<file path="src/rtl/z80_bus_pkg.sv">
// z80_bus_pkg: shared definitions for the Z80 I/O cycle master.
//   - T-state encoding (IDLE, T1, T2, TW, T3), both as an enum and as plain
//     3-bit constants for legacy-style state registers.
//   - CPC gate-array I/O port address and the RAM bank-select data prefix
//     (top two data bits 2'b11 select the RAM banking register).
package z80_bus_pkg;

    typedef enum logic [2:0] {
        S_IDLE = 3'd0,
        S_T1   = 3'd1,
        S_T2   = 3'd2,
        S_TW   = 3'd3,
        S_T3   = 3'd4
    } bus_state_e;

    localparam logic [2:0] ST_IDLE = 3'd0;
    localparam logic [2:0] ST_T1   = 3'd1;
    localparam logic [2:0] ST_T2   = 3'd2;
    localparam logic [2:0] ST_TW   = 3'd3;
    localparam logic [2:0] ST_T3   = 3'd4;

    localparam logic [15:0] GA_PORT         = 16'h7F00;
    localparam logic [1:0]  RAM_BANK_PREFIX = 2'b11;

endpackage

</file>
<file path="src/rtl/z80_io_cycle_master_if.sv">
// z80_io_cycle_master_if: host handshake plus Z80 expansion-bus pins.
//   Host side : req, rnw, addr, wdata (to master); done, rdata, busy, timeout (from master)
//   Bus side  : a, d_out, d_oe, iorq_b, rd_b, wr_b, mreq_b, m1_b (from master);
//               d_in, wait_b (to master)
//   modport master : the cycle generator's view
//   modport slave  : the host / expansion-bus view
interface z80_io_cycle_master_if;
    logic        req;
    logic        rnw;
    logic [15:0] addr;
    logic [7:0]  wdata;
    logic        done;
    logic [7:0]  rdata;
    logic        busy;
    logic        timeout;
    logic [15:0] a;
    logic [7:0]  d_out;
    logic        d_oe;
    logic [7:0]  d_in;
    logic        iorq_b;
    logic        rd_b;
    logic        wr_b;
    logic        mreq_b;
    logic        m1_b;
    logic        wait_b;

    modport master (
        input  req, rnw, addr, wdata, d_in, wait_b,
        output done, rdata, busy, timeout, a, d_out, d_oe,
               iorq_b, rd_b, wr_b, mreq_b, m1_b
    );

    modport slave (
        output req, rnw, addr, wdata, d_in, wait_b,
        input  done, rdata, busy, timeout, a, d_out, d_oe,
               iorq_b, rd_b, wr_b, mreq_b, m1_b
    );
endinterface

</file>
<file path="src/rtl/z80_wait_counter.sv">
// z80_wait_counter: wait-state bookkeeping for the TW state.
//   Optional feature macro: WAIT_TIMEOUT_EN (consecutive external-wait timeout).
//   Ports:
//     clock, resetb : bus clock, asynchronous active-low reset
//     clear         : clear both counters (T1 entry)
//     in_tw         : the master is in TW this cycle
//     wait_b        : sampled active-low WAIT
//     forced_done   : EXTRA_WAIT forced waits (wait_b=1 cycles) have elapsed
//     timeout_hit   : this TW cycle is the WAIT_MAX-th consecutive wait_b=0 sample
module z80_wait_counter #(
    parameter int EXTRA_WAIT = 0,
    parameter int WAIT_MAX   = 255,
    parameter int CNT_W      = 8
) (
    input  logic clock,
    input  logic resetb,
    input  logic clear,
    input  logic in_tw,
    input  logic wait_b,
    output logic forced_done,
    output logic timeout_hit
);

    localparam logic [3:0] FORCED_LAST = 4'(EXTRA_WAIT);

    logic [3:0] forced_cnt_r;

    // Forced waits only accumulate on TW cycles where the expansion is ready,
    // so external and forced waits add rather than overlap.
    always_ff @(posedge clock or negedge resetb) begin
        if (!resetb) begin
            forced_cnt_r <= 4'd0;
        end else if (clear) begin
            forced_cnt_r <= 4'd0;
        end else if (in_tw && wait_b && (forced_cnt_r != FORCED_LAST)) begin
            forced_cnt_r <= forced_cnt_r + 4'd1;
        end
    end

    assign forced_done = (forced_cnt_r == FORCED_LAST);

`ifdef WAIT_TIMEOUT_EN
    localparam logic [CNT_W-1:0] WAIT_LAST = CNT_W'(WAIT_MAX - 1);

    logic [CNT_W-1:0] wait_cnt_r;

    // Counts consecutive wait_b=0 samples in TW; a ready sample restarts the run.
    always_ff @(posedge clock or negedge resetb) begin
        if (!resetb) begin
            wait_cnt_r <= {CNT_W{1'b0}};
        end else if (clear) begin
            wait_cnt_r <= {CNT_W{1'b0}};
        end else if (in_tw) begin
            if (!wait_b) begin
                if (wait_cnt_r != {CNT_W{1'b1}}) begin
                    wait_cnt_r <= wait_cnt_r + {{(CNT_W-1){1'b0}}, 1'b1};
                end
            end else begin
                wait_cnt_r <= {CNT_W{1'b0}};
            end
        end
    end

    // The current low sample is the WAIT_MAX-th when WAIT_MAX-1 are already counted.
    assign timeout_hit = in_tw && !wait_b && (wait_cnt_r >= WAIT_LAST);
`else
    assign timeout_hit = 1'b0;
`endif

endmodule

</file>
<file path="src/rtl/z80_io_cycle_master.sv">
// z80_io_cycle_master: Z80-style IN/OUT bus cycle initiator (T1, T2, TW.., T3).
//   Optional feature macro: WAIT_TIMEOUT_EN (timeout after WAIT_MAX consecutive
//   external waits; forces T3, sets sticky timeout, reads return 8'hFF).
//   Ports:
//     clock  : bus clock, all state changes on posedge
//     resetb : asynchronous active-low reset (aborts a cycle without done)
//     bus    : z80_io_cycle_master_if.master - host handshake and Z80 pins
//   Parameters: EXTRA_WAIT (forced waits after the automatic TW), WAIT_MAX,
//   CNT_W (wait counter width, 2**CNT_W > WAIT_MAX).
module z80_io_cycle_master
    import z80_bus_pkg::*;
#(
    parameter int EXTRA_WAIT = 0,
    parameter int WAIT_MAX   = 255,
    parameter int CNT_W      = 8
) (
    input  logic                         clock,
    input  logic                         resetb,
    z80_io_cycle_master_if.master        bus
);

    logic [2:0]  state_r;
    logic [2:0]  state_nx_s;
    logic        rnw_r;
    logic [15:0] a_r;
    logic [7:0]  d_out_r;
    logic        d_oe_r;
    logic        iorq_b_r;
    logic        rd_b_r;
    logic        wr_b_r;
    logic        done_r;
    logic        busy_r;
    logic [7:0]  rdata_r;
    logic [7:0]  rd_val_s;
    logic        start_s;
    logic        in_tw_s;
    logic        forced_done_s;
    logic        timeout_hit_s;
    logic        timed_out_s;

    // A new cycle starts from IDLE or directly from T3 (back-to-back).
    assign start_s = bus.req && ((state_r == ST_IDLE) || (state_r == ST_T3));
    assign in_tw_s = (state_r == ST_TW);

    z80_wait_counter #(
        .EXTRA_WAIT (EXTRA_WAIT),
        .WAIT_MAX   (WAIT_MAX),
        .CNT_W      (CNT_W)
    ) u_wait_counter (
        .clock       (clock),
        .resetb      (resetb),
        .clear       (start_s),
        .in_tw       (in_tw_s),
        .wait_b      (bus.wait_b),
        .forced_done (forced_done_s),
        .timeout_hit (timeout_hit_s)
    );

`ifdef WAIT_TIMEOUT_EN
    logic timeout_r;
    logic timed_out_r;

    // Sticky error flag plus a per-cycle marker that selects the 8'hFF read value.
    always_ff @(posedge clock or negedge resetb) begin
        if (!resetb) begin
            timeout_r   <= 1'b0;
            timed_out_r <= 1'b0;
        end else if (start_s) begin
            timed_out_r <= 1'b0;
        end else if (timeout_hit_s) begin
            timed_out_r <= 1'b1;
            timeout_r   <= 1'b1;
        end
    end

    assign timed_out_s = timed_out_r;
    assign bus.timeout = timeout_r;
`else
    assign timed_out_s = 1'b0;
    assign bus.timeout = 1'b0;
`endif

    // Read data value captured when leaving T3.
    always_comb begin
        rd_val_s = bus.d_in;
        if (timed_out_s) begin
            rd_val_s = 8'hFF;
        end else begin
            rd_val_s = bus.d_in;
        end
    end

    // T-state sequencing; TW always occurs at least once.
    always_comb begin
        state_nx_s = state_r;
        case (state_r)
            ST_IDLE: begin
                if (bus.req) state_nx_s = ST_T1;
                else         state_nx_s = ST_IDLE;
            end
            ST_T1:   state_nx_s = ST_T2;
            ST_T2:   state_nx_s = ST_TW;
            ST_TW: begin
                if (timeout_hit_s || (bus.wait_b && forced_done_s)) state_nx_s = ST_T3;
                else                                              state_nx_s = ST_TW;
            end
            ST_T3: begin
                if (bus.req) state_nx_s = ST_T1;
                else         state_nx_s = ST_IDLE;
            end
            default: state_nx_s = ST_IDLE;
        endcase
    end

    // State and registered bus/host outputs; strobes fall entering T2 and rise leaving T3.
    always_ff @(posedge clock or negedge resetb) begin
        if (!resetb) begin
            state_r  <= ST_IDLE;
            rnw_r    <= 1'b0;
            a_r      <= 16'h0000;
            d_out_r  <= 8'h00;
            d_oe_r   <= 1'b0;
            iorq_b_r <= 1'b1;
            rd_b_r   <= 1'b1;
            wr_b_r   <= 1'b1;
            done_r   <= 1'b0;
            busy_r   <= 1'b0;
            rdata_r  <= 8'h00;
        end else begin
            state_r <= state_nx_s;
            done_r  <= (state_r == ST_T3);
            if (start_s) begin
                a_r     <= bus.addr;
                d_out_r <= bus.wdata;
                d_oe_r  <= ~bus.rnw;
                rnw_r   <= bus.rnw;
                busy_r  <= 1'b1;
            end
            case (state_r)
                ST_T1: begin
                    iorq_b_r <= 1'b0;
                    rd_b_r   <= ~rnw_r;
                    wr_b_r   <= rnw_r;
                end
                ST_T3: begin
                    iorq_b_r <= 1'b1;
                    rd_b_r   <= 1'b1;
                    wr_b_r   <= 1'b1;
                    if (rnw_r) begin
                        rdata_r <= rd_val_s;
                    end
                    if (!start_s) begin
                        d_oe_r <= 1'b0;
                        busy_r <= 1'b0;
                    end
                end
                default: begin
                    iorq_b_r <= iorq_b_r;
                end
            endcase
        end
    end

    assign bus.a      = a_r;
    assign bus.d_out  = d_out_r;
    assign bus.d_oe   = d_oe_r;
    assign bus.iorq_b = iorq_b_r;
    assign bus.rd_b   = rd_b_r;
    assign bus.wr_b   = wr_b_r;
    assign bus.mreq_b = 1'b1;
    assign bus.m1_b   = 1'b1;
    assign bus.done   = done_r;
    assign bus.busy   = busy_r;
    assign bus.rdata  = rdata_r;

endmodule

</file>
<file path="src/flat_wrapper.sv">
// flat-port wrapper written by rule: the top's interface ports become plain ports
module z80_io_cycle_master_flat import z80_bus_pkg::*;
#(
    parameter int EXTRA_WAIT = 0,
    parameter int WAIT_MAX   = 255,
    parameter int CNT_W      = 8
)
  (clock, resetb, bus_req, bus_rnw, bus_addr, bus_wdata, bus_d_in, bus_wait_b, bus_done, bus_rdata, bus_busy, bus_timeout, bus_a, bus_d_out, bus_d_oe, bus_iorq_b, bus_rd_b, bus_wr_b, bus_mreq_b, bus_m1_b);
  z80_io_cycle_master_if bus_i ();
  input  logic clock;
  input  logic resetb;
  input wire logic [$bits(bus_i.req)-1:0] bus_req;
  input wire logic [$bits(bus_i.rnw)-1:0] bus_rnw;
  input wire logic [$bits(bus_i.addr)-1:0] bus_addr;
  input wire logic [$bits(bus_i.wdata)-1:0] bus_wdata;
  input wire logic [$bits(bus_i.d_in)-1:0] bus_d_in;
  input wire logic [$bits(bus_i.wait_b)-1:0] bus_wait_b;
  output wire logic [$bits(bus_i.done)-1:0] bus_done;
  output wire logic [$bits(bus_i.rdata)-1:0] bus_rdata;
  output wire logic [$bits(bus_i.busy)-1:0] bus_busy;
  output wire logic [$bits(bus_i.timeout)-1:0] bus_timeout;
  output wire logic [$bits(bus_i.a)-1:0] bus_a;
  output wire logic [$bits(bus_i.d_out)-1:0] bus_d_out;
  output wire logic [$bits(bus_i.d_oe)-1:0] bus_d_oe;
  output wire logic [$bits(bus_i.iorq_b)-1:0] bus_iorq_b;
  output wire logic [$bits(bus_i.rd_b)-1:0] bus_rd_b;
  output wire logic [$bits(bus_i.wr_b)-1:0] bus_wr_b;
  output wire logic [$bits(bus_i.mreq_b)-1:0] bus_mreq_b;
  output wire logic [$bits(bus_i.m1_b)-1:0] bus_m1_b;
  assign bus_i.req = bus_req;
  assign bus_i.rnw = bus_rnw;
  assign bus_i.addr = bus_addr;
  assign bus_i.wdata = bus_wdata;
  assign bus_i.d_in = bus_d_in;
  assign bus_i.wait_b = bus_wait_b;
  assign bus_done = bus_i.done;
  assign bus_rdata = bus_i.rdata;
  assign bus_busy = bus_i.busy;
  assign bus_timeout = bus_i.timeout;
  assign bus_a = bus_i.a;
  assign bus_d_out = bus_i.d_out;
  assign bus_d_oe = bus_i.d_oe;
  assign bus_iorq_b = bus_i.iorq_b;
  assign bus_rd_b = bus_i.rd_b;
  assign bus_wr_b = bus_i.wr_b;
  assign bus_mreq_b = bus_i.mreq_b;
  assign bus_m1_b = bus_i.m1_b;
  z80_io_cycle_master #(.EXTRA_WAIT(EXTRA_WAIT), .WAIT_MAX(WAIT_MAX), .CNT_W(CNT_W)) u_core (.clock(clock), .resetb(resetb), .bus(bus_i));
endmodule
</file>
<file path="config.mk">
export PLATFORM = sky130hd
export DESIGN_NAME = z80_io_cycle_master_flat
export DESIGN_NICKNAME = d
export VERILOG_FILES = /design/src/rtl/z80_bus_pkg.sv /design/src/rtl/z80_io_cycle_master_if.sv /design/src/rtl/z80_wait_counter.sv /design/src/rtl/z80_io_cycle_master.sv /design/src/flat_wrapper.sv
export SDC_FILE = /design/constraint.sdc
export NUM_CORES = 1
export LEC_CHECK = 0
export CORE_AREA = 2 2 75 77
export DETAILED_ROUTE_END_ITERATION = 16
export DIE_AREA = 0 0 77 79
export HOLD_SLACK_MARGIN = 0.08
export PLACE_DENSITY = 0.78
export SLEW_MARGIN = 20
export SYNTH_ARGS = -nofsm -noshare
export SYNTH_HDL_FRONTEND = slang
export SYNTH_SLANG_ARGS = --single-unit
</file>
<file path="constraint.sdc">
create_clock -name clock -period 2.1 [get_ports clock]
set_input_delay 0.21 -clock clock [delete_from_list [all_inputs] [get_ports clock]]
set_output_delay 0.21 -clock clock [all_outputs]
set_load 0.05 [all_outputs]
</file>
Yosys cells after proc, flatten, opt, wreduce, memory -nomap -nowiden --
Cells that the tools add are included.
Word-level totals: flip-flop bits (word level) 46, output and inout bits 41, word-level logic and storage cells 45
Cells by class: add/subtract/negate cells 1, equality and inequality tests 4, multiplexer cells 14, bitwise logic cells 2, reductions and logical operators 12
Operators with widths (number):
- $pmux W3 S4 | 1
- $mux W4 | 2
- $mux W1 | 7
- $eq A3 B2 Y1 const B | 2
- $pmux W1 S2 | 3
- $add A4 B1 Y4 const B | 1
- $logic_and A1 B1 Y1 | 4
- $logic_not A4 Y1 | 1
- $reduce_bool A2 Y1 | 2
- $reduce_bool A4 Y1 | 1
- $eq A3 B1 Y1 const B | 1
- $eq A3 B3 Y1 const B | 1
- $logic_not A3 Y1 | 1
- $mux W3 | 1
- $not A1 Y1 | 2
- $reduce_and A2 Y1 | 1
- $reduce_or A2 Y1 | 1
- $logic_or A1 B1 Y1 | 1

Depth between registers and ports, before layout --
Gate-level depths: netlist of run 1.
word-level depth 6, mapped depth 6, mapped depth without buffers 5

Cells and area by module --
A second synthesis of run 1 with hierarchy kept.
Second synthesis, totals: cells, all modules 140, area, all modules 1948.1 µm²
Modules (own cells, without submodules):
- z80_io_cycle_master | times used 1, cells an instance 113, area an instance 1695.4 µm², sequential area each 1054.8 µm²
- z80_wait_counter | times used 1, cells an instance 27, area an instance 252.7 µm², sequential area each 100.1 µm²

Worst setup path before layout of run 1 --
Ideal clock, no wire load.
kind register to register, start reg u_core.state_r[0], end reg u_core.a_r[10] (netlist: u_core.bus.a[10]), arrival 1.423 ns, data required time 1.975 ns, path slack 0.551 ns, stages on the path, launching flop included 6, buffers on the path 3, cell sequence dfrtp_1 > buf_6 > or3b_1 > buf_6 > buf_12 > mux2_4
On the way: longest elaborated chain between the ends 3
RTL lines:
- start, declared | line z80_io_cycle_master.sv:22 | logic [2:0] state_r;
- start signal, assigned | line z80_io_cycle_master.sv:130 | state_r <= state_nx_s;
- $eq A3 B3 Y1 or $logic_not A3 Y1 (tied branches) | line z80_io_cycle_master.sv:42 | assign start_s = bus.req && ((state_r == ST_IDLE) || (state_r == ST_T3));
- $logic_or A1 B1 Y1 * | line z80_io_cycle_master.sv:42
- $logic_and A1 B1 Y1 * | line z80_io_cycle_master.sv:42
- end signal, assigned | line z80_io_cycle_master.sv:133 | a_r <= bus.addr;
- end, declared | line z80_io_cycle_master.sv:25 | logic [15:0] a_r;
Every way passes the cells marked *; elsewhere a longest branch is shown, timed or not. A chain may end at the register's enable or synchronous reset.

Worst setup path in the final report of run 1 --
start reg u_core.rd_b_r (netlist: u_core.bus.rd_b), end out bus_rd_b
RTL lines:
- start, declared | line z80_io_cycle_master.sv:29 | logic rd_b_r;
- start signal, assigned | line z80_io_cycle_master.sv:142 | rd_b_r <= ~rnw_r;
- end, declared | line flat_wrapper.sv:26 | output wire logic [$bits(bus_i.rd_b)-1:0] bus_rd_b;
No word-level cell between the ends.

==> metrics, run 1 <==
Synth area leaders dfrtp_1, mux2_4, mux2_2; DP HPWL 3080 um; multi-input logic area 737 um^2; R2R cell count 3; Final min period 1.85 ns; Hold Buf Count CTS 1; CTS tree done; Switch Pwr 2.20 mW; CP arrival 1.64 ns; CP Launch Type register; synth warn 0; die width 77 um; count leader, synth dfrtp_1; Initial DRT Pass Iterations 5; Clk pwr share 10.4%; switching portion of total power 45.1%; setup tns final 0 ns; post-synthesis cell area 0.00202 mm^2; 1st-iter DRT viols 36; CTS Buf Count 5; worst-skew pair later-pin latency 0.29 ns; Via density 4.66; CP max stage cell clkdlybuf4s50_1; worst flop-to-flop path startpoint u_core.state_r[0]$_DFF_PN0_; initial antenna violation count 0; fin. max-slew vios 0; final hold vios 0; share of cells above drive strength 1 23.7%; Routed WL per cell 14.2 um; first-pass GRT wire length 7030 um; Rows 27; H-tree depth 2; #FFs+latches synth 46; delay-heaviest family, CP buffers and inverters; Post-Synthesis Cells 141; nets@finish 257; reg-to-reg slack, setup 0.40 ns; Max Clock Skew 0.00868 ns; Worst-path clk slew 0.08 ns; combinational fraction of design power 58.0%; Netlist cell types 29; pwr dens 1700 mW/mm^2; f_max 0.541 GHz; antenna cells 0; DR vias 1356; post-synthesis sequential area ratio 57.2%; Final Worst Setup Slack 0.253 ns; # setup viols final 0; FF-to-FF End u_core.bus.a[8]$_DFFE_PN0P_; Core Area 0.00534 mm^2; worst-margin pin slew 0.509 ns; # clock sinks 46; post-CTS setup repair buffer count 0; CP Capture Type output pin; normalized max-slew margin 66.0%; Congestion Overflow GR 0; drt total wl 4120 um; worst vdd rail ir drop 0.000752 V; Sequential Power Share 31.6%; Clock Path Buffers 2; Buf/Inv on CP 1; final period utilization 88.0%; Yosys top cell area share 53.3%; largest net degree at the start of global routing 24; Synth top cells by count dfrtp_1, mux2_4, mux2_2; Worst Path Max Fanout 3; initial core utilization 37.9%; Root Buffer clkbuf_8; Max Cap Viol 0; critical path type reg2out; worst path cell trace clkdlybuf4s50_1; Async SR Flop Fraction 100%; antenna viol nets, final 0; register area 0.00115 mm^2; synthesized area per cell 14.3 um^2; number of port buffers 74; outcome complete, no violations; WP depth 1; ys flop type dfrtp_1; post-cts gate resize count 0; die area 0.00608 mm^2; Die Span Y 79 um; Worst path max stage delay 0.80 ns; unrepaired setup endpoints after global routing false; Hold/Removal Path Class in2async; number of global-route vias before repair 1398; CP Data Required Time 1.89 ns; GRT Total Usage 14.6%; DR DRC count 0; area added between synthesis and finish 42.0%; most area-hungry cell type in the Yosys netlist dfrtp_1; GPL Wtd Cong 0.812; Post-synth EDFFs 0; Hold Slack 0.348 ns; Place WS 0.269 ns; Leakage 1.32 nW; Pint 2.68 mW; Top Ports 78; Fillers 513
-- cell families after synthesis --
kind of cell | count (synthesis) | share of synthesized area, %
AOI/OAI and AO/OA | 16 | 5.26
adders and majority gates | 2 | 1.24
buffers and inverters | 17 | 6.56
DFF | 46 | 57.2
muxes | 33 | 22.5
other | 2 | 0.372
and+or+nand+nor | 25 | 6.93
-- worst max path at each step --
stage	startpoint	end
after floorplan	u_core.state_r[0]$_DFF_PN0_	u_core.bus.a[10]$_DFFE_PN0P_
after global placement	bus_req	u_core.bus.a[9]$_DFFE_PN0P_
after detailed placement	bus_req	u_core.bus.a[9]$_DFFE_PN0P_
after CTS	u_core.bus.rd_b$_DFFE_PN1P_	bus_rd_b
after global routing	u_core.bus.rd_b$_DFFE_PN1P_	bus_rd_b
final	u_core.bus.rd_b$_DFFE_PN1P_	bus_rd_b
-- power by group through the flow --
stage | logic (mW) | registers (mW) | clock network, mW
5_1_grt | 2.95 | 1.61 | 0.574
4_1_cts | 2.85 | 1.55 | 0.535
6_report | 2.83 | 1.54 | 0.506
2_1_floorplan | 0.835 | 2.71 | 0
3_3_place_gp | 2.80 | 1.54 | 0
3_5_place_dp | 2.84 | 1.56 | 0
-- layout make-up --
type                    instances  share of cell area (%)
well taps                      72                    3.14
inverters                       6                   0.785
repair buffers                 80                    27.3
flip-flops and latches         46                    40.2
clock buffers                   6                    2.53
clock inverters                 2                   0.349
multi-input cells              79                    25.7
-- metal layers --
layer  wire, um  vias up  part of all wire [%]  track usage, %
met4         52        0                   1.3            4.29
li1           -      633                     -               -
met5          0        -                     0               0
met1       1870      674                    45            19.9
met3        198        5                   4.8            3.30
met2       2000       44                    49            23.4
-- through the flow --
stage | cell area, um^2 | total power, mW | utilization [%] | cells
final | 2870 | 4.88 | 53.8 | 291
after CTS | 2870 | 4.93 | 53.8 | 291
after global routing | 2870 | 5.13 | 53.8 | 291
after floorplan | 2020 | 3.55 | - | 142
after detailed placement | 2780 | 4.41 | 52.0 | 282
after global placement | 2780 | 4.34 | 52.0 | 282
-- registers in the layout (all words and copies together), names as in the netlist, 3 cells and up --
signal	cells
u_core.bus.a	16
u_core.bus.d_out	8
u_core.state_r	3
u_core.u_wait_counter.forced_cnt_r	4
u_core.bus.rdata	8
-- cells in the final DEF (no fill, tap or decap), types with 3 or more instances in the layout --
cell	count
dfrtp_1	43
conb_1	3
buf_4	5
dfstp_2	3
mux2_2	11
o31ai_1	3
nand2_1	4
nor2_1	6
o21ai_0	6
clkdlybuf4s50_1	73
nand3_1	5
inv_1	6
clkbuf_8	5
or3b_2	3
mux2_4	22
No activity file was read; power rests on OpenSTA's default activity.
==> run 2: changes to the inputs <==
GPL_TIMING_DRIVEN = 0   (was unset)
==> metrics, run 2 (same netlist as run 1, synthesis figures left out) <==
outcome complete, no violations; Max Clock Skew 0.00477 ns; f_max 0.541 GHz; worst vdd rail ir drop 0.000696 V; Routed WL per cell 14.1 um; Fillers 477; final hold vios 0; most common cell after layout, fill and taps aside clkdlybuf4s50_1; critical path type reg2out; drt total wl 4200 um; met3 WL post-DR 209 um; largest net degree at the start of global routing 27; area added between synthesis and finish 46.4%; Clock Path Buffers 2; reg-to-reg slack, setup 0.48 ns; GPL Wtd Cong 0.720; Largest register FFs 16; Core Area 0.00534 mm^2; CP Capture Type output pin; die width 77 um; Buf/Inv on CP 1; multi-input logic area 737 um^2; Worst-path clk slew 0.08 ns; final period utilization 88.0%; Hold/Removal Path Class in2async; worst-skew pair later-pin latency 0.29 ns; delay-heaviest family, CP buffers and inverters; Rows 27; nets@finish 264; antenna cells 0; worst-margin pin slew 0.513 ns; # clock sinks 46; M1 wire length 2020 um; CP Data Required Time 1.89 ns; share of cells above drive strength 1 25.3%; number of global-route vias before repair 1385; Die Span Y 79 um; pwr dens 1670 mW/mm^2; Top Ports 78; Worst path max stage delay 0.80 ns; Finished Layout Cells 297; DP Cell Count 289; die area 0.00608 mm^2; CP Launch Type register; CTS tree done; total power 4.96 mW; DP HPWL 3070 um; 1st-iter DRT viols 33; worst path cell trace clkdlybuf4s50_1; Max Cap Viol 0; register area 0.00115 mm^2; Root Buffer clkbuf_8; highest routed layer met4; Leakage 1.37 nW; commonest non-fill, non-tap cells in the layout clkdlybuf4s50_1, dfrtp_1, mux2_4, mux2_2; number of port buffers 74; antenna viol nets, final 0; CTS Buf Count 5; # setup viols final 0; H-tree depth 2; met2 wire len 1930 um; unrepaired setup endpoints after global routing false; Via density 4.55; Final min period 1.85 ns; first-pass GRT wire length 6890 um; DR DRC count 0; Util after Layout 55.4%; DR vias 1350; fin. max-slew vios 0; CP max stage cell clkdlybuf4s50_1; normalized max-slew margin 65.7%; CP arrival 1.64 ns; Hold Slack 0.414 ns; Congestion Overflow GR 0; GRT Total Usage 14.4%; FF-to-FF End u_core.bus.d_out[5]$_DFFE_PN0P_; initial core utilization 37.9%; initial antenna violation count 0; Initial DRT Pass Iterations 4; R2R cell count 5; worst flop-to-flop path startpoint u_core.state_r[0]$_DFF_PN0_; Worst Path Max Fanout 3
[run 2: layout make-up]
type	instances	share of cell area [%]
clock buffer	5	2.33
inverter	6	0.761
sequential	46	39.0
buffer	11	3.72
tap	72	3.04
multi-input combinational	79	24.9
timing repair buffer	76	25.9
clock inverter	2	0.338
[run 2: routing by layer]
layer / global-route usage [%] / vias to the layer above
li1: - / 650
met3: 3.98 / 4
met2: 22.5 / 43
met1: 19.8 / 653
met5: 0 / -
met4: 3.75 / 0
[run 2: where the power goes]
group | internal [mW] | switching (mW)
sequential | 1.29 | 0.214
combinational | 1.22 | 1.73
clock | 0.224 | 0.280
[run 2: worst max path at each step]
stage / start / endpoint / slack (ns) / depth (start not counted)
after floorplan: u_core.state_r[0]$_DFF_PN0_ / u_core.bus.a[10]$_DFFE_PN0P_ / 0.55 / 5
after global placement: resetb / u_core.bus.d_out[1]$_DFFE_PN0P_ / -0.48 / 1
after detailed placement: bus_req / u_core.bus.d_out[5]$_DFFE_PN0P_ / 0.32 / 5
after CTS: u_core.bus.wr_b$_DFFE_PN1P_ / bus_wr_b / 0.24 / 1
after global routing: u_core.bus.wr_b$_DFFE_PN1P_ / bus_wr_b / 0.20 / 1
final: u_core.bus.rd_b$_DFFE_PN1P_ / bus_rd_b / 0.25 / 1
[run 2: stage by stage]
stage	TNS (ns)	setup slack, ns	area (um^2)
after floorplan	0	0.551	2020
after global placement	-20.40	-0.477	2860
after detailed placement	0	0.324	2870
after CTS	0	0.239	2960
after global routing	0	0.203	2960
final	0	0.251	2960
[run 2: what timing repair did]
item	4_1_cts	5_1_grt
resized for setup	0	0
hold buffers	1	0
endpoints found under the hold margin	17	0
setup buffers	0	0
==> run 3: changes to the inputs <==
clock period = 1.71 ns   (was 2.1 ns; I/O delays follow)
==> metrics, run 3 (same netlist as run 1, synthesis figures left out) <==
# setup viols final 0; drt total wl 4190 um; Routed WL per cell 14.1 um; CP Capture Type output pin; delay-heaviest family, CP buffers and inverters; Buf/Inv on CP 1; unrepaired setup endpoints after global routing false; number of port buffers 74; Worst path max stage delay 0.82 ns; worst flop-to-flop path startpoint u_core.state_r[0]$_DFF_PN0_; DR DRC count 0; antenna viol nets, final 0; final hold vios 0; worst path cell trace clkdlybuf4s50_1; fin. max-slew vios 0; antenna cells 0; Rows 27; number of global-route vias before repair 1385; DR vias 1350; Die Span Y 79 um; outcome complete, no violations; die width 77 um; largest net degree at the start of global routing 27; Leakage 1.37 nW; Root Buffer clkbuf_8; first-pass GRT wire length 6890 um; setup tns final 0 ns; reg-to-reg slack, setup 0.09 ns; Final min period 1.64 ns; CTS tree done; DP HPWL 3070 um; Clock Path Buffers 2; nets@finish 264; f_max 0.610 GHz; worst-skew pair later-pin latency 0.29 ns; area added between synthesis and finish 46.3%; Fillers 480; H-tree depth 2; CP max stage cell clkdlybuf4s50_1; Max Cap Viol 0; pwr dens 2050 mW/mm^2; normalized max-slew margin 65.7%; worst vdd rail ir drop 0.000820 V; Worst-path clk slew 0.08 ns; CP Launch Type register; FF-to-FF End u_core.bus.d_out[5]$_DFFE_PN0P_; Worst Path Max Fanout 2; Via density 4.55; Largest register FFs 16; met2 wire len 1930 um; commonest non-fill, non-tap cells in the layout clkdlybuf4s50_1, dfrtp_1, mux2_4, mux2_2; critical path type reg2out; Initial DRT Pass Iterations 4; Top Ports 78; M1 wire length 2020 um; CP arrival 1.47 ns; GPL Wtd Cong 0.720; Util after Layout 55.4%; multi-input logic area 737 um^2; initial antenna violation count 0; share of cells above drive strength 1 25.3%; register area 0.00115 mm^2; R2R cell count 5; highest routed layer met4; most common cell after layout, fill and taps aside clkdlybuf4s50_1; Max Clock Skew 0.00480 ns; 1st-iter DRT viols 33; die area 0.00608 mm^2; CTS Buf Count 5; GRT Total Usage 14.4%; Core Area 0.00534 mm^2; worst-margin pin slew 0.513 ns; CP Data Required Time 1.54 ns; Hold/Removal Path Class in2async; met3 WL post-DR 211 um; post-CTS setup repair buffer count 0; initial core utilization 37.9%; Congestion Overflow GR 0; # clock sinks 46; final period utilization 95.9%
[run 3: changes by cell type in the layout (fill, tap and decap cells not counted), sizes merged]
cell           delta
dlygate4sd2       +3
clkdlybuf4s50     -3
[run 3: metal layers]
metal	vias to the layer above	GRT usage, %
met3	4	3.98
met5	-	0
met2	43	22.5
li1	650	-
met4	0	3.75
met1	653	19.8
[run 3: cell type report]
cell class	instances	share of cell area, %
Clock inverter	2	0.339
Buffer	11	3.73
Sequential cell	46	39.1
Timing Repair Buffer	76	25.8
Multi-Input combinational cell	79	24.9
Clock buffer	5	2.33
Inverter	6	0.762
Tap cell	72	3.05
[run 3: how the worst max path moves through the flow]
stage,depth (start not counted),start,to,slack (ns)
6_report,1,u_core.bus.a[4]$_DFFE_PN0P_,bus_a[4],0.07
5_1_grt,1,u_core.bus.a[10]$_DFFE_PN0P_,bus_a[10],0.007
4_1_cts,1,u_core.bus.a[6]$_DFFE_PN0P_,bus_a[6],0.06
3_5_place_dp,5,bus_req,u_core.bus.d_out[5]$_DFFE_PN0P_,-0.03
3_3_place_gp,1,resetb,u_core.bus.d_out[1]$_DFFE_PN0P_,-0.83
2_1_floorplan,5,u_core.state_r[0]$_DFF_PN0_,u_core.bus.a[10]$_DFFE_PN0P_,0.16
[run 3: metrics by stage]
step | area, um^2 | worst slack [ns] | cells | hold WS (ns) | power (mW)
3_3_place_gp | 2860 | -0.828 | 288 | 0.460 | 5.42
6_report | 2960 | 0.0709 | 297 | 0.375 | 6.06
3_5_place_dp | 2870 | -0.0270 | 289 | 0.165 | 5.49
5_1_grt | 2960 | 0.00694 | 297 | 0.411 | 6.36
4_1_cts | 2960 | 0.0585 | 297 | 0.385 | 6.11
2_1_floorplan | 2020 | 0.161 | 142 | -0.125 | 4.36
[run 3: power by group]
group	internal [mW]	total [mW]	leakage, nW	switching, mW
clock	0.275	0.619	0.0438	0.344
combinational	1.47	3.60	0.764	2.12
sequential	1.58	1.84	0.561	0.261
total	3.33	6.06	1.37	2.73
[run 3: what timing repair did]
item / CTS / global route
gates resized for setup: 3 / 0
endpoints found under the setup margin: 3 / 0
hold buffers: 1 / 0
hold endpoints to repair: 17 / 0
